===== src/rtl/board_io_bridge_if.sv =====
// Board I/O bundle between the pads/fabric side and board_io_bridge.
// The slave modport is the bridge's view; master is the fabric/pad driver's view.
interface board_io_bridge_if #(
   parameter int unsigned N_PB  = 2,
   parameter int unsigned N_LED = 8
);
   logic [N_PB-1:0]    pb_raw;
   logic [N_PB-1:0]    pb_level;
   logic [N_PB-1:0]    pb_press;
   logic [N_PB-1:0]    pb_release;
   logic [2*N_LED-1:0] led_mode;
   logic [N_LED-1:0]   led_fabric;
   logic [N_LED-1:0]   led_pad;
   logic               heartbeat;

   modport slave (
      input  pb_raw, led_mode, led_fabric,
      output pb_level, pb_press, pb_release, led_pad, heartbeat
   );

   modport master (
      output pb_raw, led_mode, led_fabric,
      input  pb_level, pb_press, pb_release, led_pad, heartbeat
   );
endinterface


===== src/rtl/board_io_bridge.sv =====
// Board-side pushbutton conditioning (capture, sync, debounce, edge pulses)
// and per-LED mode mux with polarity handling plus a heartbeat blink counter.
module board_io_bridge #(
   parameter int unsigned N_PB           = 2,
   parameter int unsigned N_LED          = 8,
   parameter int unsigned DEB_CYCLES     = 1000000,
   parameter int unsigned CNT_W          = 32,
   parameter int unsigned BLINK_BIT      = 26,
   parameter bit          PB_ACTIVE_LOW  = 1'b1,
   parameter bit          LED_ACTIVE_LOW = 1'b1
) (
   input  logic             clk,
   input  logic             rst_n,
   board_io_bridge_if.slave io
);

   localparam int unsigned DEB_W = $clog2(DEB_CYCLES + 1);
   localparam logic [DEB_W-1:0] DEB_LAST = DEB_W'(DEB_CYCLES - 1);
   localparam logic [N_LED-1:0] LED_OFF  = {N_LED{LED_ACTIVE_LOW}};

   logic [N_PB-1:0]             pad_q;
   logic [N_PB-1:0]             sync1_q;
   logic [N_PB-1:0]             sync2_q;
   logic [N_PB-1:0]             level_q,   level_d;
   logic [N_PB-1:0]             press_q,   press_d;
   logic [N_PB-1:0]             release_q, release_d;
   logic [N_PB-1:0][DEB_W-1:0]  deb_cnt_q, deb_cnt_d;
   logic [CNT_W-1:0]            blink_cnt_q;
   logic [N_LED-1:0]            led_pad_q, led_pad_d;
   logic [N_PB-1:0]             pb_norm_c;
   logic [N_LED-1:0]            led_v_c;
   logic                        blink_c;
   logic                        unused_cnt_bits;

   assign pb_norm_c       = PB_ACTIVE_LOW ? ~io.pb_raw : io.pb_raw;
   assign blink_c         = blink_cnt_q[BLINK_BIT];
   assign unused_cnt_bits = ^blink_cnt_q;

   // Pad capture flop followed by a 2-FF synchroniser; sync2_q is the debounce input.
   always_ff @(posedge clk or negedge rst_n) begin
      if (!rst_n) begin
         pad_q   <= '0;
         sync1_q <= '0;
         sync2_q <= '0;
      end else begin
         pad_q   <= pb_norm_c;
         sync1_q <= pad_q;
         sync2_q <= sync1_q;
      end
   end

   // Level only moves after DEB_CYCLES consecutive disagreeing samples.
   always_comb begin
      level_d   = level_q;
      deb_cnt_d = deb_cnt_q;
      for (int unsigned c = 0; c < N_PB; c++) begin
         if (sync2_q[c] == level_q[c]) begin
            deb_cnt_d[c] = '0;
         end else if (deb_cnt_q[c] == DEB_LAST) begin
            level_d[c]   = sync2_q[c];
            deb_cnt_d[c] = '0;
         end else begin
            deb_cnt_d[c] = deb_cnt_q[c] + DEB_W'(1);
         end
      end
      press_d   = level_d & ~level_q;
      release_d = level_q & ~level_d;
   end

   always_ff @(posedge clk or negedge rst_n) begin
      if (!rst_n) begin
         level_q   <= '0;
         press_q   <= '0;
         release_q <= '0;
         deb_cnt_q <= '0;
      end else begin
         level_q   <= level_d;
         press_q   <= press_d;
         release_q <= release_d;
         deb_cnt_q <= deb_cnt_d;
      end
   end

   // Free-running blink source; wraps silently.
   always_ff @(posedge clk or negedge rst_n) begin
      if (!rst_n) begin
         blink_cnt_q <= '0;
      end else begin
         blink_cnt_q <= blink_cnt_q + CNT_W'(1);
      end
   end

   always_comb begin
      led_v_c = '0;
      for (int unsigned i = 0; i < N_LED; i++) begin
         unique case (io.led_mode[2*i +: 2])
            2'b00:   led_v_c[i] = 1'b0;
            2'b01:   led_v_c[i] = 1'b1;
            2'b10:   led_v_c[i] = io.led_fabric[i];
            default: led_v_c[i] = blink_c;
         endcase
      end
      led_pad_d = LED_ACTIVE_LOW ? ~led_v_c : led_v_c;
   end

   always_ff @(posedge clk or negedge rst_n) begin
      if (!rst_n) begin
         led_pad_q <= LED_OFF;
      end else begin
         led_pad_q <= led_pad_d;
      end
   end

   assign io.pb_level   = level_q;
   assign io.pb_press   = press_q;
   assign io.pb_release = release_q;
   assign io.led_pad    = led_pad_q;
   assign io.heartbeat  = blink_cnt_q[BLINK_BIT];

endmodule


===== src/flat_wrapper.sv =====
// flat-port wrapper written by rule: the top's interface ports become plain ports
module board_io_bridge_flat 
#(
   parameter int unsigned N_PB           = 2,
   parameter int unsigned N_LED          = 8,
   parameter int unsigned DEB_CYCLES     = 1000000,
   parameter int unsigned CNT_W          = 32,
   parameter int unsigned BLINK_BIT      = 26,
   parameter bit          PB_ACTIVE_LOW  = 1'b1,
   parameter bit          LED_ACTIVE_LOW = 1'b1
)
  (clk, rst_n, io_pb_raw, io_led_mode, io_led_fabric, io_pb_level, io_pb_press, io_pb_release, io_led_pad, io_heartbeat);
  board_io_bridge_if #(.N_PB(N_PB), .N_LED(N_LED)) io_i ();
  input  logic clk;
  input  logic rst_n;
  input wire logic [$bits(io_i.pb_raw)-1:0] io_pb_raw;
  input wire logic [$bits(io_i.led_mode)-1:0] io_led_mode;
  input wire logic [$bits(io_i.led_fabric)-1:0] io_led_fabric;
  output wire logic [$bits(io_i.pb_level)-1:0] io_pb_level;
  output wire logic [$bits(io_i.pb_press)-1:0] io_pb_press;
  output wire logic [$bits(io_i.pb_release)-1:0] io_pb_release;
  output wire logic [$bits(io_i.led_pad)-1:0] io_led_pad;
  output wire logic [$bits(io_i.heartbeat)-1:0] io_heartbeat;
  assign io_i.pb_raw = io_pb_raw;
  assign io_i.led_mode = io_led_mode;
  assign io_i.led_fabric = io_led_fabric;
  assign io_pb_level = io_i.pb_level;
  assign io_pb_press = io_i.pb_press;
  assign io_pb_release = io_i.pb_release;
  assign io_led_pad = io_i.led_pad;
  assign io_heartbeat = io_i.heartbeat;
  board_io_bridge #(.N_PB(N_PB), .N_LED(N_LED), .DEB_CYCLES(DEB_CYCLES), .CNT_W(CNT_W), .BLINK_BIT(BLINK_BIT), .PB_ACTIVE_LOW(PB_ACTIVE_LOW), .LED_ACTIVE_LOW(LED_ACTIVE_LOW)) u_core (.clk(clk), .rst_n(rst_n), .io(io_i));
endmodule

===== config.mk =====
export PLATFORM = sky130hd
export DESIGN_NAME = board_io_bridge_flat
export DESIGN_NICKNAME = d
export VERILOG_FILES = /design/src/rtl/board_io_bridge_if.sv /design/src/rtl/board_io_bridge.sv /design/src/flat_wrapper.sv
export SDC_FILE = /design/constraint.sdc
export NUM_CORES = 1
export LEC_CHECK = 0
export CAP_MARGIN = 20
export CORE_ASPECT_RATIO = 1.2
export CORE_MARGIN = 2
export CORE_UTILIZATION = 50
export DETAILED_ROUTE_END_ITERATION = 10
export HOLD_SLACK_MARGIN = 0.12
export PLACE_DENSITY = 0.72
export SLEW_MARGIN = 20
export SYNTH_ARGS = -nofsm -noshare
export SYNTH_HDL_FRONTEND = slang
export SYNTH_SLANG_ARGS = --single-unit
export TNS_END_PERCENT = 100

===== constraint.sdc =====
create_clock -name clk -period 3.85 [get_ports clk]
set_clock_uncertainty 0.2 [all_clocks]
set_input_delay 0.77 -clock clk [delete_from_list [all_inputs] [get_ports clk]]
set_output_delay 0.77 -clock clk [all_outputs]
set_load 0.02 [all_outputs]

==> qor.csv, run 1 <==
stage;metric;value;unit
global_routing;grt-busiest-layer;met2;
power;pwr-share-comb;5.6;%
layout;drive_gt1_share;8.92;%
setup_path;crit_buf_inv;1;
timing;rsz0062_at_grt;no;
setup_path;path_cells;clkdlybuf4s50_1;
power;power.density;377;nW/µm²
place;hpwl;4890;µm
logic_synthesis;synth_edf_count;0;
setup_path;worst_path_max_delay_cell;clkdlybuf4s50_1;
clock_network;cts_hold_buffers;0;
setup_path;crit_arrival;1550;ps
clock_network;cts_sinks;87;
clock_network;cts_resized;0;
logic_synthesis;synth_xor_area_share;12.0;%
detailed_routing;finalWirelength;7070;µm
layout;diodes;0;
logic_synthesis;synth_top_family_by_area;simple AND/OR/NAND/NOR gates;
logic_synthesis;synthAdderAreaFrac;0.972;%
power;p_int;1.35;mW
die;die_x;84.2;µm
timing;fmax;397;MHz
die;ios;43;
worst_hold_path;hp-start;u_core.sync1_q[1];
setup_path;cp_top_family;buffers and inverters;
setup_path;required;2880;ps
detailed_routing;via_per_inst;5.43;
detailed_routing;wl_per_cell;13.9;µm
logic_synthesis;synth-compound-area-share;6.19;%
clock_network;cts-root-buf;clkbuf_8;
layout;fin_nets;441;
timing;slew_headroom;36.7;%
logic_synthesis;synth_fp_nets;392;
logic_synthesis;ys_warn_count;0;
place;routabilityCongestion;0.855;
place;port_buffers;42;
global_routing;overflow;0;
layout;synthToLayoutAreaGrowth;19.2;%
power;p_sw_share;22.5;%
logic_synthesis;syn_avg_cell_area;10.7;µm²
setup_path;slowest_delay;670;ps
global_routing;grt_pass1_wl;12400;µm
setup_path;start_kind;flop;
clock_network;cts_tree;yes;
die;row_count;35;
timing;fin_crit_sh;65.4;%
timing;slew_violations;0;
detailed_routing;via_count;2755;
clock_network;insertion_delay;360;ps
clock_network;path_clk_slew;90;ps
place;dp_slack;1480;ps
global_routing;grt_use_met2;28.8;%
global_routing;grt_usage;18.0;%
logic_synthesis;synth.lib_cells_used.distinct;34;
power;p_sw;0.391;mW
clock_network;post-cts-setup-buffers;0;
logic_synthesis;synthFlopType;dfrtp_1;
power;seqPwrFrac;54.2;%
logic_synthesis;yosys.area_share.simple;21.7;%
global_routing;antenna_found_initial;0;
global_routing;grt_pass1_vias;2797;
timing;fin_crit;2520;ps
setup_path;crit_type;flop to primary output;
logic_synthesis;synthMuxAreaShare;0.583;%
detailed_routing;dr.pass1.iters;4;
status;status;completed;
setup_path;rr_startpoint;u_core.deb_cnt_q[22];
timing;hold_slack;149;ps
layout;fillers;622;
timing;tns;0;ps
clock_network;cts-buffers-inserted;9;
setup_path;startpoint;u_core.blink_cnt_q[26];
power;p_leak;1.94;nW
detailed_routing;drc_errors;0;
worst_hold_path;worst_hold_path_type;flop to flop;
logic_synthesis;yosysSeqAreaShare;56.6;%
logic_synthesis;async_reset_ff_share;100;%
timing;setup_viol;0;
setup_path;cp-end-kind;primary output;
global_routing;grt.met3_usage;4.19;%
power;ir_worst_vdd;0.000216;V
timing;tightest_slew;940;ps
power;p_clk_share;40.1;%
die;initial_core_util;51.0;%
timing;worst_slack;1330;ps
flow_run;cap_violations;0;
detailed_routing;drtIter0Drc;138;
die;die_h;100;µm
logic_synthesis;yosys_register_bits;87;
global_routing;met1_usage;24.0;%
clock_network;htree_levels;3;
place;dpl.cell_count;491;
layout;final_cells;507;
setup_path;worstPathMaxFanout;10;
power;p_total;1.74;mW
logic_synthesis;syn_inst;361;
timing;hold_viol;0;
clock_network;max-clock-path-buffers;2;
logic_synthesis;syn_area;3860;µm²
global_routing;grt_max_degree;88;
die;die-area;8450;µm²
die;core_area;7580;µm²
detailed_routing;ant_nets;0;
==> sequential cells by signal, indices dropped and copies added, names as in the netlist <==
register,cells
u_core.blink_cnt_q,27
u_core.deb_cnt_q,40
u_core.io.led_pad,8
u_core.io.pb_level,2
u_core.io.pb_press,2
u_core.io.pb_release,2
u_core.pad_q,2
u_core.sync1_q,2
u_core.sync2_q,2
==> logic make-up (layout without fill, tap and decap cells) <==
family / count (synthesis) / count (layout)
AOI/OAI and AO/OA: 38 / 38
xor gates and xnor gates: 53 / 53
adders and majority gates: 3 / 3
buffers and inverters: 18 / 72
DFF: 87 / 87
muxes: 2 / 2
and+or+nand+nor: 160 / 160
==> area by class of cell <==
class | instances | area (µm²) | area share (%)
sequential | 87 | 2190 | 47.5
multi-input combinational | 256 | 1600 | 34.8
timing repair buffer | 44 | 437 | 9.48
clock buffer | 9 | 124 | 2.69
tap | 92 | 115 | 2.50
clock inverter | 7 | 96.3 | 2.09
inverter | 12 | 45.0 | 0.978
==> routing by layer <==
metal | part of all wire [%] | routed length, µm
met1 | 47 | 3310
met2 | 48 | 3420
met3 | 2.9 | 204
met4 | 1.8 | 128
met5 | 0 | 0
==> power by group through the flow <==
stage	combinational [mW]	sequential, mW	clock [mW]
2_1_floorplan	0.0222	0.968	0
3_3_place_gp	0.0981	0.960	0
3_5_place_dp	0.0997	0.960	0
4_1_cts	0.100	0.943	0.709
5_1_grt	0.109	0.945	0.751
6_report	0.0981	0.943	0.697
==> cell usage in the layout (no fill, tap or decap), types with 2 or more instances in the layout <==
cell type / synthesis / final
a21o_1: 8 / 8
o31ai_2: 2 / 2
mux2_2: 2 / 2
and3_1: 7 / 7
o21ai_0: 13 / 13
nor3_1: 11 / 11
dfstp_2: 8 / 8
xor2_1: 17 / 17
nand4_2: 2 / 2
or3_1: 6 / 6
a21oi_1: 10 / 10
o31ai_1: 4 / 4
nand2_1: 31 / 31
or4_1: 5 / 5
dfrtp_1: 79 / 79
nor4_1: 11 / 11
buf_4: 0 / 2
nand3_1: 25 / 25
ha_1: 3 / 3
clkinvlp_4: 0 / 3
nand4b_1: 3 / 3
clkdlybuf4s50_1: 0 / 41
bufinv_16: 0 / 2
inv_1: 12 / 12
xnor2_1: 36 / 36
nor3b_1: 5 / 5
nand4_1: 13 / 13
nor2_1: 35 / 35
clkbuf_8: 0 / 9
==> cells in the mapped netlist, drive strengths merged, types with 4 or more instances <==
master	count	share of area, %
nand2	31	3.0
or3	6	0.97
nand4	15	2.8
nor3	11	1.4
nor2	35	3.4
xnor2	36	8.2
dfstp	8	5.4
dfrtp	79	51
a21o	8	1.6
nand3	25	3.2
o31ai	6	1.4
nor3b	5	0.97
clkbuf	4	0.39
nor4	11	1.8
o21ai	13	1.7
a21oi	10	1.3
and3	7	1.1
xor2	17	3.9
or4	6	1.2
inv	12	1.2
==> through the flow <==
| step | utilization (%) | cell area (µm²) |
|---|---|---|
| 2_1_floorplan | - | 3860 |
| 3_3_place_gp | 57.8 | 4380 |
| 3_5_place_dp | 57.8 | 4380 |
| 4_1_cts | 60.7 | 4600 |
| 5_1_grt | 60.8 | 4600 |
| 6_report | 60.8 | 4600 |
==> path summary, 6_finish.rpt <==
check | slack (ps) | cells after the start | endpoint
min in group asynchronous | 260 | 1 | u_core.deb_cnt_q[17]
hold / removal | 150 | 0 | u_core.sync2_q[1]
setup / recovery | 1330 | 1 | io_heartbeat
max in group asynchronous | 2680 | 1 | u_core.blink_cnt_q[12]
setup reg to reg | 1430 | 4 | u_core.deb_cnt_q[38]
hold reg to reg | 150 | 0 | u_core.sync2_q[1]
No activity file was read; power rests on OpenSTA's default activity.
==> run 2: changes to the inputs <==
Settings changed: PLACE_DENSITY 0.72 to 0.75.
Clock period 3.85 ns to 2.1 ns, I/O delays scaled along.
==> run 2 against run 1 <==
- die area unchanged
- critical path type unchanged
- sequential share of layout area is 1.8 points lower
- non-clock buffer count is 20 higher
==> qor.csv, run 2 (synthesis results as in run 1) <==
stage;metric;value;unit;change
status;status;completed;;unchanged
detailed_routing;dr.pass1.iters;4;;unchanged
timing;fin_crit_sh;97.2;%;
setup_path;start_kind;flop;;unchanged
clock_network;cts-buffers-inserted;9;;unchanged
setup_path;crit_arrival;1420;ps;was 1550 ps
detailed_routing;drc_errors;0;;unchanged
setup_path;required;1480;ps;was 2880 ps
worst_hold_path;hold_path_end;u_core.sync2_q[0];;was u_core.sync2_q[1]
global_routing;overflow;0;;unchanged
power;ir_worst_vdd;0.000389;V;was 0.000216 V
clock_network;cts-root-buf;clkbuf_8;;unchanged
setup_path;crit_type;flop to primary output;;unchanged
setup_path;worstPathMaxFanout;5;;was 10
power;pwr-share-comb;5.9;%;was 5.6%
worst_hold_path;whs_path_depth;0;;unchanged
die;core_area;7580;µm²;unchanged
layout;drive_gt1_share;14.0;%;was 8.92%
global_routing;grt_pass1_wl;12800;µm;was 12,400 µm
layout;fillers;612;;was 622
timing;tns;0;ps;unchanged
detailed_routing;via_per_inst;5.33;;was 5.43
flow_run;cap_violations;0;;unchanged
setup_path;worstReg2RegEnd;u_core.deb_cnt_q[38];;unchanged
timing;setup_viol;0;;unchanged
layout;largest_register_ffs;40;;unchanged
timing;fin_crit;2040;ps;
setup_path;reg2regPathDepth;5;;was 4
timing;fmax;490;MHz;
detailed_routing;ant_nets;0;;unchanged
place;hpwl;5210;µm;was 4890 µm
power;p_clk_share;39.9;%;was 40.1%
place;routabilityCongestion;0.862;;was 0.855
setup_path;crit_buf_inv;1;;unchanged
layout;top_register;u_core.deb_cnt_q;;unchanged
layout;diodes;0;;unchanged
layout;synthToLayoutAreaGrowth;23.8;%;was 19.2%
power;seqPwrFrac;54.1;%;was 54.2%
timing;hold_viol;0;;unchanged
place;dpl.cell_count;509;;was 491
timing;slew_headroom;62.7;%;was 36.7%
setup_path;worst_path_max_delay_cell;clkdlybuf4s50_1;;unchanged
global_routing;grt_max_degree;69;;was 88
die;die_h;100;µm;unchanged
setup_path;rr_startpoint;u_core.deb_cnt_q[21];;was u_core.deb_cnt_q[22]
timing;slew_violations;0;;unchanged
power;p_int;2.48;mW;was 1.35 mW
detailed_routing;via_count;2811;;was 2,755
setup_path;cp_top_family;buffers and inverters;;unchanged
setup_path;slowest_delay;660;ps;was 670 ps
timing;tightest_slew;554;ps;was 940 ps
setup_path;path_cells;clkdlybuf4s50_1;;unchanged
clock_network;insertion_delay;350;ps;was 360 ps
layout;final_cells;527;;was 507
timing;rsz0062_at_grt;no;;unchanged
worst_hold_path;worst_hold_path_type;flop to flop;;unchanged
place;port_buffers;42;;unchanged
global_routing;grt_pass1_vias;2849;;was 2,797
clock_network;cts_sinks;87;;unchanged
power;p_sw_share;22.2;%;was 22.5%
layout;fin_nets;461;;was 441
setup_path;r2r_slack;100;ps;was 1430 ps
detailed_routing;finalWirelength;7280;µm;was 7070 µm
die;row_count;35;;unchanged
detailed_routing;drtIter0Drc;117;;was 138
global_routing;grt_usage;18.9;%;was 18.0%
worst_hold_path;hp-start;u_core.sync1_q[0];;was u_core.sync1_q[1]
power;p_sw;0.709;mW;was 0.391 mW
power;p_total;3.19;mW;was 1.74 mW
layout;layout_commonest_cell;dfrtp_1;;unchanged
clock_network;htree_levels;3;;unchanged
setup_path;cp-end-kind;primary output;;unchanged
layout;mostFrequentLayoutCells;dfrtp_1 (78), xnor2_1 (36), nor2_1 (35);;was dfrtp_1 (79), clkdlybuf4s50_1 (41), xnor2_1 (36)
detailed_routing;wl_per_cell;13.8;µm;was 13.9 µm
clock_network;cts_tree;yes;;unchanged
die;die-area;8450;µm²;unchanged
die;initial_core_util;51.0;%;unchanged
layout;regArea;2190;µm²;about the same
power;power.density;667;nW/µm²;was 377 nW/µm²
layout;multi_input_area;1630;µm²;was 1600 µm²
global_routing;antenna_found_initial;0;;unchanged
clock_network;max-clock-path-buffers;2;;unchanged
die;die_x;84.2;µm;unchanged
die;ios;43;;unchanged
power;p_leak;2.05;nW;was 1.94 nW
clock_network;path_clk_slew;90;ps;about the same
==> run 2: changes by cell type in the layout (fill, tap and decap cells not counted), sizes merged <==
cell,previous run,this run
inv,13,14
clkinvlp,3,2
buf,3,22
dlygate4sd2,0,8
dlygate4sd3,0,1
clkinv,1,0
clkbuf,9,10
clkdlybuf4s50,41,33
==> run 2: metrics by stage <==
step / hold WS, ps / cell area [µm²] / utilization, % / worst slack [ps]
after floorplan: -75.6 / 3870 / - / 17.7
after global placement: 113 / 4530 / 59.8 / 77.3
after detailed placement: 121 / 4530 / 59.8 / 11.6
after CTS: 156 / 4760 / 62.8 / 35.7
after global routing: 162 / 4780 / 63.2 / 2.73
final: 149 / 4780 / 63.2 / 58.9
==> run 2: metal layers <==
layer | global-route usage (%) | up-vias | routed length, µm
li1 | - | 1401 | -
met2 | 30.8 | 39 | 3660
met3 | 4.19 | 14 | 211
met1 | 24.3 | 1357 | 3270
met5 | 0 | - | 0
met4 | 8.56 | 0 | 138
==> run 2: final cells by class <==
type / count / area share (%)
Sequential cell: 87 / 45.7
Multi-Input combinational cell: 256 / 34.0
Timing Repair Buffer: 64 / 12.3
Clock buffer: 10 / 2.67
Tap cell: 92 / 2.41
Clock inverter: 6 / 1.94
Inverter: 12 / 0.941
==> run 2: power groups by stage <==
stage	combinational, mW	sequential (mW)	clock [mW]
6_report	0.190	1.73	1.27
5_1_grt	0.213	1.73	1.37
3_3_place_gp	0.192	1.76	0
2_1_floorplan	0.0412	1.78	0
4_1_cts	0.193	1.73	1.30
3_5_place_dp	0.196	1.76	0
==> run 2: worst max path at each step <==
stage / start / slack [ps] / end / cells past startpoint
finish: u_core.io.pb_level[1] / 60 / io_pb_level[1] / 1
global route: u_core.deb_cnt_q[21] / 3 / u_core.deb_cnt_q[38] / 5
CTS: u_core.deb_cnt_q[21] / 40 / u_core.deb_cnt_q[38] / 5
detailed placement: u_core.deb_cnt_q[21] / 10 / u_core.deb_cnt_q[38] / 5
global placement: u_core.deb_cnt_q[21] / 80 / u_core.deb_cnt_q[38] / 5
floorplan: u_core.deb_cnt_q[20] / 20 / u_core.deb_cnt_q[38] / 6
==> run 2: repair_timing <==
| action | 4_1_cts | 5_1_grt |
|---|---|---|
| setup endpoints to repair | 9 | 2 |
| setup buffers | 1 | 0 |
| gates resized for setup | 8 | 5 |
| endpoints found under the hold margin | 79 | 0 |
| pin swaps | 0 | 0 |
| hold buffers | 1 | 0 |
